File: src/rtl/alu_logic_seq_if.sv
// Operand/result valid-ready bundle for alu_logic_seq.
// out_zero is present only when ALU_LOGIC_ZERO_EN is defined.
interface alu_logic_seq_if #(
   parameter int unsigned WIDTH = 32
);
   logic             in_valid;
   logic             in_ready;
   logic [WIDTH-1:0] in0;
   logic [WIDTH-1:0] in1;
   logic [1:0]       op;
   logic             out_valid;
   logic             out_ready;
   logic [WIDTH-1:0] out;
`ifdef ALU_LOGIC_ZERO_EN
   logic             out_zero;

   modport master (
      output in_valid, in0, in1, op, out_ready,
      input  in_ready, out_valid, out, out_zero
   );
   modport slave (
      input  in_valid, in0, in1, op, out_ready,
      output in_ready, out_valid, out, out_zero
   );
`else
   modport master (
      output in_valid, in0, in1, op, out_ready,
      input  in_ready, out_valid, out
   );
   modport slave (
      input  in_valid, in0, in1, op, out_ready,
      output in_ready, out_valid, out
   );
`endif
endinterface

File: src/rtl/alu_logic_seq.sv
// Multi-cycle AND/OR/XOR/NOR unit reusing one CHUNK-wide slice WIDTH/CHUNK times.
// Optional ALU_LOGIC_ZERO_EN adds a registered out_zero flag valid with out_valid.
module alu_logic_seq #(
   parameter int unsigned WIDTH = 32,
   parameter int unsigned CHUNK = 8
) (
   input logic            clock,
   input logic            reset,
   alu_logic_seq_if.slave bus
);
   localparam int unsigned NUM   = WIDTH / CHUNK;
   localparam int unsigned CNT_W = (NUM > 1) ? $clog2(NUM) : 1;

   if (WIDTH % CHUNK != 0) begin : g_bad_cfg
      $error("alu_logic_seq: WIDTH must be a multiple of CHUNK");
   end

   typedef enum logic [1:0] {
      S_IDLE = 2'd0,
      S_RUN  = 2'd1,
      S_DONE = 2'd2
   } state_t;

   state_t             state;
   logic [CNT_W-1:0]   cnt;
   logic [WIDTH-1:0]   a_q;
   logic [WIDTH-1:0]   b_q;
   logic [1:0]         op_q;
   logic [WIDTH-1:0]   res_q;
   logic [CHUNK-1:0]   a_sl;
   logic [CHUNK-1:0]   b_sl;
   logic [CHUNK-1:0]   r_sl;

   // Shared gate slice: select the current operand slice and apply the latched op
   always_comb begin
      a_sl = '0;
      b_sl = '0;
      for (int unsigned i = 0; i < NUM; i++) begin
         if (cnt == CNT_W'(i)) begin
            a_sl = a_q[i*CHUNK +: CHUNK];
            b_sl = b_q[i*CHUNK +: CHUNK];
         end
      end
      r_sl = '0;
      case (op_q)
         2'b00:   r_sl = a_sl & b_sl;
         2'b01:   r_sl = a_sl | b_sl;
         2'b10:   r_sl = a_sl ^ b_sl;
         2'b11:   r_sl = ~(a_sl | b_sl);
         default: r_sl = '0;
      endcase
   end

`ifdef ALU_LOGIC_ZERO_EN
   logic acc_q;
   logic zero_q;

   // acc_q collects "any result bit set" across slices of the current operation
   always_ff @(posedge clock or posedge reset) begin
      if (reset) begin
         acc_q  <= 1'b0;
         zero_q <= 1'b0;
      end else begin
         case (state)
            S_IDLE: begin
               if (bus.in_valid) acc_q <= 1'b0;
            end
            S_RUN: begin
               acc_q <= acc_q | (|r_sl);
               if (cnt == CNT_W'(NUM - 1)) zero_q <= ~(acc_q | (|r_sl));
            end
            S_DONE: begin
               if (bus.out_ready) zero_q <= 1'b0;
            end
            default: zero_q <= 1'b0;
         endcase
      end
   end

   assign bus.out_zero = zero_q;
`endif

   // Sequencer: IDLE -> RUN (NUM slice edges) -> DONE -> IDLE
   always_ff @(posedge clock or posedge reset) begin
      if (reset) begin
         state <= S_IDLE;
         cnt   <= '0;
         a_q   <= '0;
         b_q   <= '0;
         op_q  <= '0;
         res_q <= '0;
      end else begin
         case (state)
            S_IDLE: begin
               if (bus.in_valid) begin
                  a_q   <= bus.in0;
                  b_q   <= bus.in1;
                  op_q  <= bus.op;
                  cnt   <= '0;
                  state <= S_RUN;
               end
            end
            S_RUN: begin
               for (int unsigned i = 0; i < NUM; i++) begin
                  if (cnt == CNT_W'(i)) res_q[i*CHUNK +: CHUNK] <= r_sl;
               end
               if (cnt == CNT_W'(NUM - 1)) begin
                  cnt   <= '0;
                  state <= S_DONE;
               end else begin
                  cnt <= cnt + CNT_W'(1);
               end
            end
            S_DONE: begin
               if (bus.out_ready) state <= S_IDLE;
            end
            default: state <= S_IDLE;
         endcase
      end
   end

   // Ready is held low throughout reset so nothing is accepted before release
   assign bus.in_ready  = (state == S_IDLE) && !reset;
   assign bus.out_valid = (state == S_DONE);
   assign bus.out       = res_q;

endmodule

File: src/flat_wrapper.sv
// flat-port wrapper written by rule: the top's interface ports become plain ports
module alu_logic_seq_flat 
#(
   parameter int unsigned WIDTH = 32,
   parameter int unsigned CHUNK = 8
)
  (clock, reset, bus_in_valid, bus_in0, bus_in1, bus_op, bus_out_ready, bus_in_ready, bus_out_valid, bus_out);
  alu_logic_seq_if #(.WIDTH(WIDTH)) bus_i ();
  input logic clock;
  input logic reset;
  input wire logic [$bits(bus_i.in_valid)-1:0] bus_in_valid;
  input wire logic [$bits(bus_i.in0)-1:0] bus_in0;
  input wire logic [$bits(bus_i.in1)-1:0] bus_in1;
  input wire logic [$bits(bus_i.op)-1:0] bus_op;
  input wire logic [$bits(bus_i.out_ready)-1:0] bus_out_ready;
  output wire logic [$bits(bus_i.in_ready)-1:0] bus_in_ready;
  output wire logic [$bits(bus_i.out_valid)-1:0] bus_out_valid;
  output wire logic [$bits(bus_i.out)-1:0] bus_out;
  assign bus_i.in_valid = bus_in_valid;
  assign bus_i.in0 = bus_in0;
  assign bus_i.in1 = bus_in1;
  assign bus_i.op = bus_op;
  assign bus_i.out_ready = bus_out_ready;
  assign bus_in_ready = bus_i.in_ready;
  assign bus_out_valid = bus_i.out_valid;
  assign bus_out = bus_i.out;
  alu_logic_seq #(.WIDTH(WIDTH), .CHUNK(CHUNK)) u_core (.clock(clock), .reset(reset), .bus(bus_i));
endmodule
File: config.mk
export PLATFORM = sky130hd
export DESIGN_NAME = alu_logic_seq_flat
export DESIGN_NICKNAME = d
export VERILOG_FILES = /design/src/rtl/alu_logic_seq_if.sv /design/src/rtl/alu_logic_seq.sv /design/src/flat_wrapper.sv
export SDC_FILE = /design/constraint.sdc
export NUM_CORES = 1
export LEC_CHECK = 0
export BUFFER_PORTS_ARGS = -buffer_cell sky130_fd_sc_hd__buf_4
export CAP_MARGIN = 30
export CORE_ASPECT_RATIO = 1.1
export CORE_UTILIZATION = 55
export DETAILED_ROUTE_END_ITERATION = 10
export GPL_ROUTABILITY_DRIVEN = 0
export HOLD_SLACK_MARGIN = 0.15
export MAX_ROUTING_LAYER = met4
export PLACE_DENSITY_LB_ADDON = 0.1
export SETUP_SLACK_MARGIN = 0.1
export SYNTH_ARGS = -nofsm -noshare
export SYNTH_HDL_FRONTEND = slang
export SYNTH_SLANG_ARGS = --single-unit
File: constraint.sdc
create_clock -name clock -period 4.3 [get_ports clock]
set_input_delay 0.645 -clock clock [delete_from_list [all_inputs] [get_ports clock]]
set_output_delay 0.645 -clock clock [all_outputs]
set_load 0.05 [all_outputs]
# Word-level counts from Yosys, hierarchy flattened
# Index checks and enable logic that the tools add are counted.
[word_totals]
register_bits = 102
word_cells = 54
out_inout_bits = 34
inputBits = 70
[op_classes]
eq_ne = 11
n_reduce_logical = 13
bitwise_logic = 4
n_mux = 16
addsub = 1
[ops]
columns = ["operator", "count"]
rows = [
  ["two-way mux 8 bit", 8],
  ["one-hot mux 8 bit (4 select lines)", 1],
  ["AND reduction 2 bit", 6],
  ["equality test 2 bit (second input constant)", 5],
  ["two-way mux 2 bit", 5],
  ["AND 8 bit", 1],
  ["inverter 8 bit", 1],
  ["bitwise OR 8 bit", 1],
  ["XOR 8 bit", 1],
  ["equality test 2 x 1 -> 1 bit (second input constant)", 3],
  ["zero test 2 bit", 3],
  ["one-hot mux 2 bit (3 select lines)", 1],
  ["inequality test 2 bit (second input constant)", 2],
  ["one-hot mux 2 bit (2 select lines)", 1],
  ["AND reduction 3 bit", 1],
  ["adder 2 x 1 -> 2 bit (second input constant)", 1],
  ["inequality test 2 x 1 -> 1 bit (second input constant)", 1],
  ["nonzero test 2 bit", 1],
  ["logical AND 1 bit", 1],
  ["zero test 1 bit", 1],
]

# Logic depth before layout (Yosys ltp)
# Gate-level depths: netlist (run 1).
[logic_depth]
word_depth = 8
ltp_mapped = 11
ltp_nobuf = 9

# Least setup slack after synthesis (run 1)
# OpenSTA, ideal clock, no wires.
[synth_timing]
kind = "input to output"
start = "input reset"
end = "output bus_in_ready"
path_buffers = 0
t_required_ns = 3.655
path_slack_ns = 1.965
stages = 1
t_arrival_ns = 1.690
cell_sequence = "nor3_1"
[synth_via]
elab_chain_len = 2
[synth_lines]
columns = ["item", "line_no", "rtl"]
rows = [
  ["start: declaration", "flat_wrapper.sv:10", "input logic reset;"],
  ["zero test 1 bit (no line)", "-", ""],
  ["logical AND 1 bit", "alu_logic_seq.sv:123", "assign bus.in_ready = (state == S_IDLE) && !reset;"],
  ["end: declaration", "flat_wrapper.sv:16", "output wire logic [$bits(bus_i.in_ready)-1:0] bus_in_ready;"],
]
# No other way between the ends.

# Worst setup path in the final report (run 1)
[layout_timing]
start = "register u_core.cnt[0]"
end = "register u_core.res_q[0] (netlist: u_core.bus.out[0])"
[layout_via]
elab_chain_len = 8
word_cells_on_any_way = 18
classes_between = "eq/ne: 3; mux: 9; bitwise: 4; reduce/logical: 2"
[layout_lines]
columns = ["item", "line_no", "rtl"]
rows = [
  ["start: declaration", "alu_logic_seq.sv:25", "logic [CNT_W-1:0] cnt;"],
  ["start signal: assignment", "alu_logic_seq.sv:111", "cnt <= cnt + CNT_W'(1);"],
  ["zero test 2 bit", "alu_logic_seq.sv:39, alu_logic_seq.sv:105", ""],
  ["two-way mux 8 bit (4 in a row)", "alu_logic_seq.sv:39", "if (cnt == CNT_W'(i)) begin"],
  ["bitwise OR 8 bit", "alu_logic_seq.sv:47, alu_logic_seq.sv:49", ""],
  ["inverter 8 bit", "alu_logic_seq.sv:49", "2'b11: r_sl = ~(a_sl | b_sl);"],
  ["one-hot mux 8 bit (4 select lines)", "alu_logic_seq.sv:45", "case (op_q)"],
  ["end signal: indexed assignment", "alu_logic_seq.sv:105", "if (cnt == CNT_W'(i)) res_q[i*CHUNK +: CHUNK] <= r_sl;"],
  ["end: declaration", "alu_logic_seq.sv:29", "logic [WIDTH-1:0] res_q;"],
]
# Several ways; a longest one is shown, not always the timed one.
# A chain may end at the register's enable or synchronous reset.

==> results of run 1 <==
==> path summary, 6_finish.rpt <==
kind                                            from                        endpoint  slack [ns]  cells past startpoint
max                        u_core.cnt[0]$_DFFE_PP0P_   u_core.bus.out[0]$_DFFE_PP0P_        1.48                      8
min                                            reset     u_core.state[1]$_DFFE_PP0P_        0.25                      2
max reg2reg                u_core.cnt[0]$_DFFE_PP0P_   u_core.bus.out[0]$_DFFE_PP0P_        1.48                      8
min reg2reg                u_core.b_q[2]$_DFFE_PP0P_       u_core.b_q[2]$_DFFE_PP0P_        0.50                      1
max in group asynchronous                      reset  u_core.bus.out[27]$_DFFE_PP0P_        3.44                      3
min in group clock                       bus_in1[20]      u_core.b_q[20]$_DFFE_PP0P_        0.48                      3
==> critical path, cell delays in order, from the launching register on <==
cell	delay, ns
dfrtp_1	0.43
inv_1	0.11
ha_1	0.71
nand2_1	0.10
o21ai_0	0.34
a22oi_1	0.12
ha_1	0.30
mux2i_1	0.36
o221ai_1	0.19
==> sequential cells by signal, summed over array words and instances, names as in the netlist <==
signal          count
u_core.a_q         32
u_core.bus.out     32
u_core.op_q         2
u_core.b_q         32
u_core.state        2
u_core.cnt          2
==> final cells by class <==
class                   count  area (um2)
fillers                   709        2840
inverters                  29         111
clock buffers              10         128
flip-flops and latches    102        2550
multi-input cells         302        2270
clock inverters             5        36.3
repair buffers            111         881
well taps                 114         143
==> layer usage <==
| layer | vias up | share of wire, % | GRT usage [%] | wire (um) |
|---|---|---|---|---|
| met2 | 151 | 48 | 42.6 | 5840 |
| met3 | 22 | 4.2 | 3.07 | 513 |
| li1 | 1851 | - | - | - |
| met1 | 1948 | 45 | 36.6 | 5510 |
| met5 | - | 0 | - | 0 |
| met4 | 0 | 2.0 | 11.0 | 246 |
==> power by group through the flow <==
| stage | registers [W] | clock network [W] | logic, W |
|---|---|---|---|
| final | 0.00177 | 0.000536 | 0.00311 |
| after global routing | 0.00182 | 0.000583 | 0.00343 |
| after CTS | 0.00177 | 0.000544 | 0.00309 |
| after detailed placement | 0.00179 | 0 | 0.00307 |
| after global placement | 0.00176 | 0 | 0.00293 |
| after floorplan | 0.00206 | 0 | 0.00195 |
==> cells by family (layout without fill, tap and decap cells) <==
kind of cell / after synthesis / after routing / share of synthesized area [%]
compound gates: 132 / 132 / 17.3
flops: 102 / 102 / 49.7
simple gates: 83 / 83 / 7.72
mux: 67 / 67 / 14.3
buf+inv: 59 / 155 / 6.21
fa+ha+maj: 20 / 20 / 4.87
==> synth_stat cells, drive strengths merged <==
| cell type | n |
|---|---|
| dfrtp | 102 |
| nand2 | 66 |
| mux2 | 50 |
| o21ai | 34 |
| a21oi | 32 |
| o221ai | 32 |
| inv | 29 |
| buf | 25 |
| ha | 20 |
| a22o | 17 |
| mux2i | 17 |
| a22oi | 16 |
| nand3b | 8 |
| clkbuf | 5 |
| nand3 | 4 |
| nand2b | 1 |
| nor2 | 1 |
| nor2b | 1 |
| nor3 | 1 |
| nor3b | 1 |
| o21bai | 1 |
==> stage by stage <==
| stage | hold slack (ns) | cells | power [W] | worst slack [ns] | util (%) |
|---|---|---|---|---|---|
| final | 0.249 | 673 | 0.00542 | 1.48 | 68.3 |
| after global routing | 0.259 | 673 | 0.00584 | 1.28 | 68.3 |
| after CTS | 0.251 | 673 | 0.00541 | 1.52 | 68.3 |
| after detailed placement | 0.476 | 658 | 0.00486 | 1.56 | 66.5 |
| after global placement | 0.467 | 655 | 0.00470 | 1.48 | 65.7 |
| after floorplan | 0.458 | 463 | 0.00401 | 0.980 | - |
==> flow_summary_export.csv, run 1 <==
group,metric,value,unit
status,status,"finished, final reports clean",
yosys,yosysSeqAreaShare,49.7,%
critical_path,end_kind,"flop",
timing,setup_viol,0,
clock_network,cts_resized,0,
floorplan,start_util,57.3,%
floorplan,ios,104,
clock_network,cts_buffers,9,
power_and_ir_drop,p_sw_share,48.4,%
timing,fin_worst_skew,0.00995,ns
floorplan,die_y,103,um
timing,fin_crit_sh,65.6,%
yosys,synthCells,463,
route,wirelength,12100,um
clock_network,clk_pin_slew_worst_paths,0.10,ns
power_and_ir_drop,power_density,885,nW/um2
clock_network,h-tree-depth,3,
timing,slew_headroom,36.3,%
timing,max_clock_freq,354,MHz
route,wire_per_inst,18.0,um
critical_path,worstPathRequired,4.51,ns
clock_network,clk_path_buf_depth,2,
power_and_ir_drop,p_seq_share,32.7,%
clock_network,clock-root-buffer,"clkbuf_8",
floorplan,dieArea,9730,um2
critical_path,worstSetupPathType,"flop to flop",
grt,grt_max_degree,82,
yosys,synthTopCellsByArea,"dfrtp_1, mux2_1, o221ai_1, ha_1, nand2_1",
run,max_cap_violations,0,
power_and_ir_drop,leakage,2.89,nW
clock_network,postCtsHoldBufs,0,
min_path,hold_class,"input port to async pin",
grt,gr-total-overflow,0,
floorplan,row_count,36,
timing,rsz0062_at_grt,"no",
finish,final_cell_area,6120,um2
finish,layout_commonest_cell,"buf_4",
placement,dpl-instance-area,5960,um2
yosys,ys_types,26,
floorplan,die_w,94.2,um
finish,area_growth_syn_to_layout,19.2,%
grt,grt.total_usage,27.3,%
timing,max_slew.worst_pin.slew,0.954,ns
critical_path,critPathLaunchType,"flop",
grt,antenna_found_initial,0,
power_and_ir_drop,p_int,0.00279,W
route,viasPerCell,5.90,
clock_network,cts_setup_buffers,0,
clock_network,insertion_delay,0.36,ns
finish,layout_common_cells,"buf_4, dfrtp_1, nand2_1",
yosys,yosysTopAreaCellShare,49.7,%
timing,finalHoldViolations,0,
finish,antennaDiodeCount,0,
yosys,syn_area,5140,um2
grt,grt_pass1_vias,3830,
finish,drive_gt1_share,24.5,%
clock_network,cts_sinks,102,
power_and_ir_drop,netSwitchingPower,0.00262,W
route,drcViolationCount,0,
route,vias,3972,
power_and_ir_drop,pwr-share-comb,57.4,%
clock_network,cts_tree,"done",
yosys,ys_seq_elements,102,
route,dr.pass1.iters,4,
critical_path,crit_arrival,3.03,ns
yosys,syn_area_per_cell,11.1,um2
grt,grt_pass1_wl,19500,um
placement,portBuffers,103,
timing,drv_slew,0,
placement,dp_hpwl,8960,um
route,first_iter_violations,197,
floorplan,coreArea,8960,um2
route,ant_nets,0,
finish,nets,645,
timing,min_period,2.82,ns
power_and_ir_drop,vdd_drop_max,384,uV
timing,setup_tns,0,ns
yosys,yosys.area.top_type,"dfrtp_1",
power_and_ir_drop,clkPwrFrac,9.9,%
yosys,synthesis.nets,553,
yosys,yosys_warnings,0,
critical_path,path_max_fanout,19,
(Power assumes the default switching activity.)
==> run 2: changes to the inputs <==
Clock period 4.3 ns to 2.9 ns, I/O delays scaled along.
==> run 2 against run 1 <==
  * Wire length is 0.45% lower
  * Register-to-register slack worse by 1.1 ns
  * Maximum frequency is 13% higher
  * Utilization is 0.070 points higher
  * Sequential power is 49% higher
  * Global-route usage is 0.17 points lower
  * Worst setup slack worse by 1.1 ns
  * Sequential share of layout area hardly changed
  * Non-clock buffer count is 1 lower
  * First-iteration DRC count stayed put
  * Clock skew is 0.00082 ns higher
  * Count of clock-buffer cells in the layout is 1 higher
  * Critical endpoint is now u_core.bus.out[13]$_DFFE_PP0P_
==> flow_summary_export.csv, run 2 (same netlist as run 1, synthesis figures left out) <==
group,metric,value,unit
finish,layout_commonest_cell,"buf_4",
clock_network,cts_resized,0,
placement,dp_hpwl,8660,um
min_path,hold_class,"input port to async pin",
critical_path,end_kind,"flop",
critical_path,cpPeakStageDelay,0.43,ns
timing,drv_slew,0,
grt,gr-total-overflow,0,
timing,fin_worst_skew,0.0108,ns
finish,layout_common_cells,"buf_4, dfrtp_1, nand2_1",
finish,drive_gt1_share,24.6,%
floorplan,start_util,57.3,%
clock_network,cts_setup_buffers,0,
critical_path,critPathLaunchType,"flop",
timing,finalHoldViolations,0,
timing,layout_setup_ws,0.410,ns
clock_network,postCtsHoldBufs,0,
status,status,"finished, final reports clean",
clock_network,h-tree-depth,3,
route,vias,3983,
critical_path,worstPathRequired,3.12,ns
clock_network,clk_pin_slew_worst_paths,0.09,ns
route,ant_nets,0,
floorplan,row_count,36,
critical_path,path_max_fanout,32,
timing,setup_viol,0,
floorplan,dieArea,9730,um2
route,wirelength,12100,um
route,wire_per_inst,17.9,um
timing,max_slew.worst_pin.slew,0.853,ns
finish,final_cell_area,6130,um2
grt,grt.total_usage,27.1,%
finish,antennaDiodeCount,0,
floorplan,coreArea,8960,um2
route,dr.pass1.iters,5,
timing,slew_headroom,43.2,%
finish,instances_no_fill,672,
critical_path,crit_chain,"inv_1 -> ha_1 -> buf_12 -> a21oi_1 -> o21ai_0 -> a22oi_1 -> ha_1 -> inv_1 -> mux2i_1 -> o221ai_1",
route,drcViolationCount,0,
floorplan,ios,104,
power_and_ir_drop,vdd_drop_max,437,uV
placement,dpl.cell_count,657,
placement,place_ws,0.476,ns
floorplan,die_w,94.2,um
timing,max_clock_freq,402,MHz
power_and_ir_drop,power_density,1310,nW/um2
placement,dpl-instance-area,5960,um2
critical_path,worstSetupPathType,"flop to flop",
placement,portBuffers,103,
floorplan,die_y,103,um
finish,area_growth_syn_to_layout,19.3,%
finish,nets,644,
timing,min_period,2.49,ns
timing,setup_tns,0,ns
critical_path,slowest_stage,"dfrtp_1",
grt,grt_pass1_wl,19200,um
route,viasPerCell,5.93,
power_and_ir_drop,leakage,2.90,nW
run,max_cap_violations,0,
clock_network,cts_buffers,9,
clock_network,clk_path_buf_depth,2,
clock_network,clock-root-buffer,"clkbuf_8",
grt,grt_pass1_vias,3864,
timing,rsz0062_at_grt,"no",
power_and_ir_drop,total_power,0.00803,W
clock_network,insertion_delay,0.37,ns
grt,antenna_found_initial,0,
timing,fin_crit_sh,85.9,%
clock_network,cts_sinks,102,
critical_path,crit_arrival,2.71,ns
clock_network,cts_tree,"done",
grt,grt_max_degree,103,
route,first_iter_violations,197,
run 2: changes by cell type in the layout (fill, tap and decap cells not counted), sizes merged:
cell	before	now
inv	30	28
clkinv	1	3
clkinvlp	3	2
clkbuf	10	11
buf	111	110
run 2: area by class of cell:
class,count,area [um2]
Timing Repair Buffer,110,876
Multi-Input combinational cell,302,2270
Tap cell,114,143
Clock buffer,11,151
Fill cell,721,2830
Sequential cell,102,2550
Inverter,29,113
Clock inverter,4,22.5
run 2: power breakdown:
group / switching (W) / internal [W] / leakage (nW) / total [W]
clock network: 0.000475 / 0.000350 / 0.0910 / 0.000825
registers: 0.000514 / 0.00211 / 1.25 / 0.00263
logic: 0.00286 / 0.00172 / 1.56 / 0.00458
run 2: worst paths after layout:
| path | from | to | slack, ns | depth (start not counted) |
|---|---|---|---|---|
| setup / recovery | u_core.cnt[0]$_DFFE_PP0P_ | u_core.bus.out[13]$_DFFE_PP0P_ | 0.41 | 10 |
| hold / removal | reset | u_core.state[0]$_DFFE_PP0P_ | 0.19 | 3 |
| setup reg to reg | u_core.cnt[0]$_DFFE_PP0P_ | u_core.bus.out[13]$_DFFE_PP0P_ | 0.41 | 10 |
| hold reg to reg | u_core.b_q[2]$_DFFE_PP0P_ | u_core.b_q[2]$_DFFE_PP0P_ | 0.50 | 1 |
| max in group asynchronous | reset | u_core.bus.out[4]$_DFFE_PP0P_ | 2.26 | 3 |
| min in group clock | bus_out_ready | u_core.state[1]$_DFFE_PP0P_ | 0.26 | 2 |
run 2: layer usage:
metal	global-route usage [%]	wire length, um	up-vias	share of wire [%]
met2	42.5	5810	158	48
met5	-	0	-	0
li1	-	-	1846	-
met4	10.8	293	0	2.4
met3	5.19	682	19	5.7
met1	35.0	5280	1960	44
run 2: metrics by stage:
step           hold slack, ns  util (%)
2_1_floorplan           0.458         -
3_3_place_gp            0.469      66.5
3_5_place_dp            0.476      66.5
4_1_cts                 0.244      68.4
5_1_grt                 0.262      68.4
6_report                0.192      68.4
run 2: critical path, delay by kind of cell, from the launching register on:
kind / cells / cell delay [ns]
compound gates: 4 / 0.67
fa+ha+maj: 2 / 0.49
buf+inv: 3 / 0.34
flops: 1 / 0.43
mux: 1 / 0.41
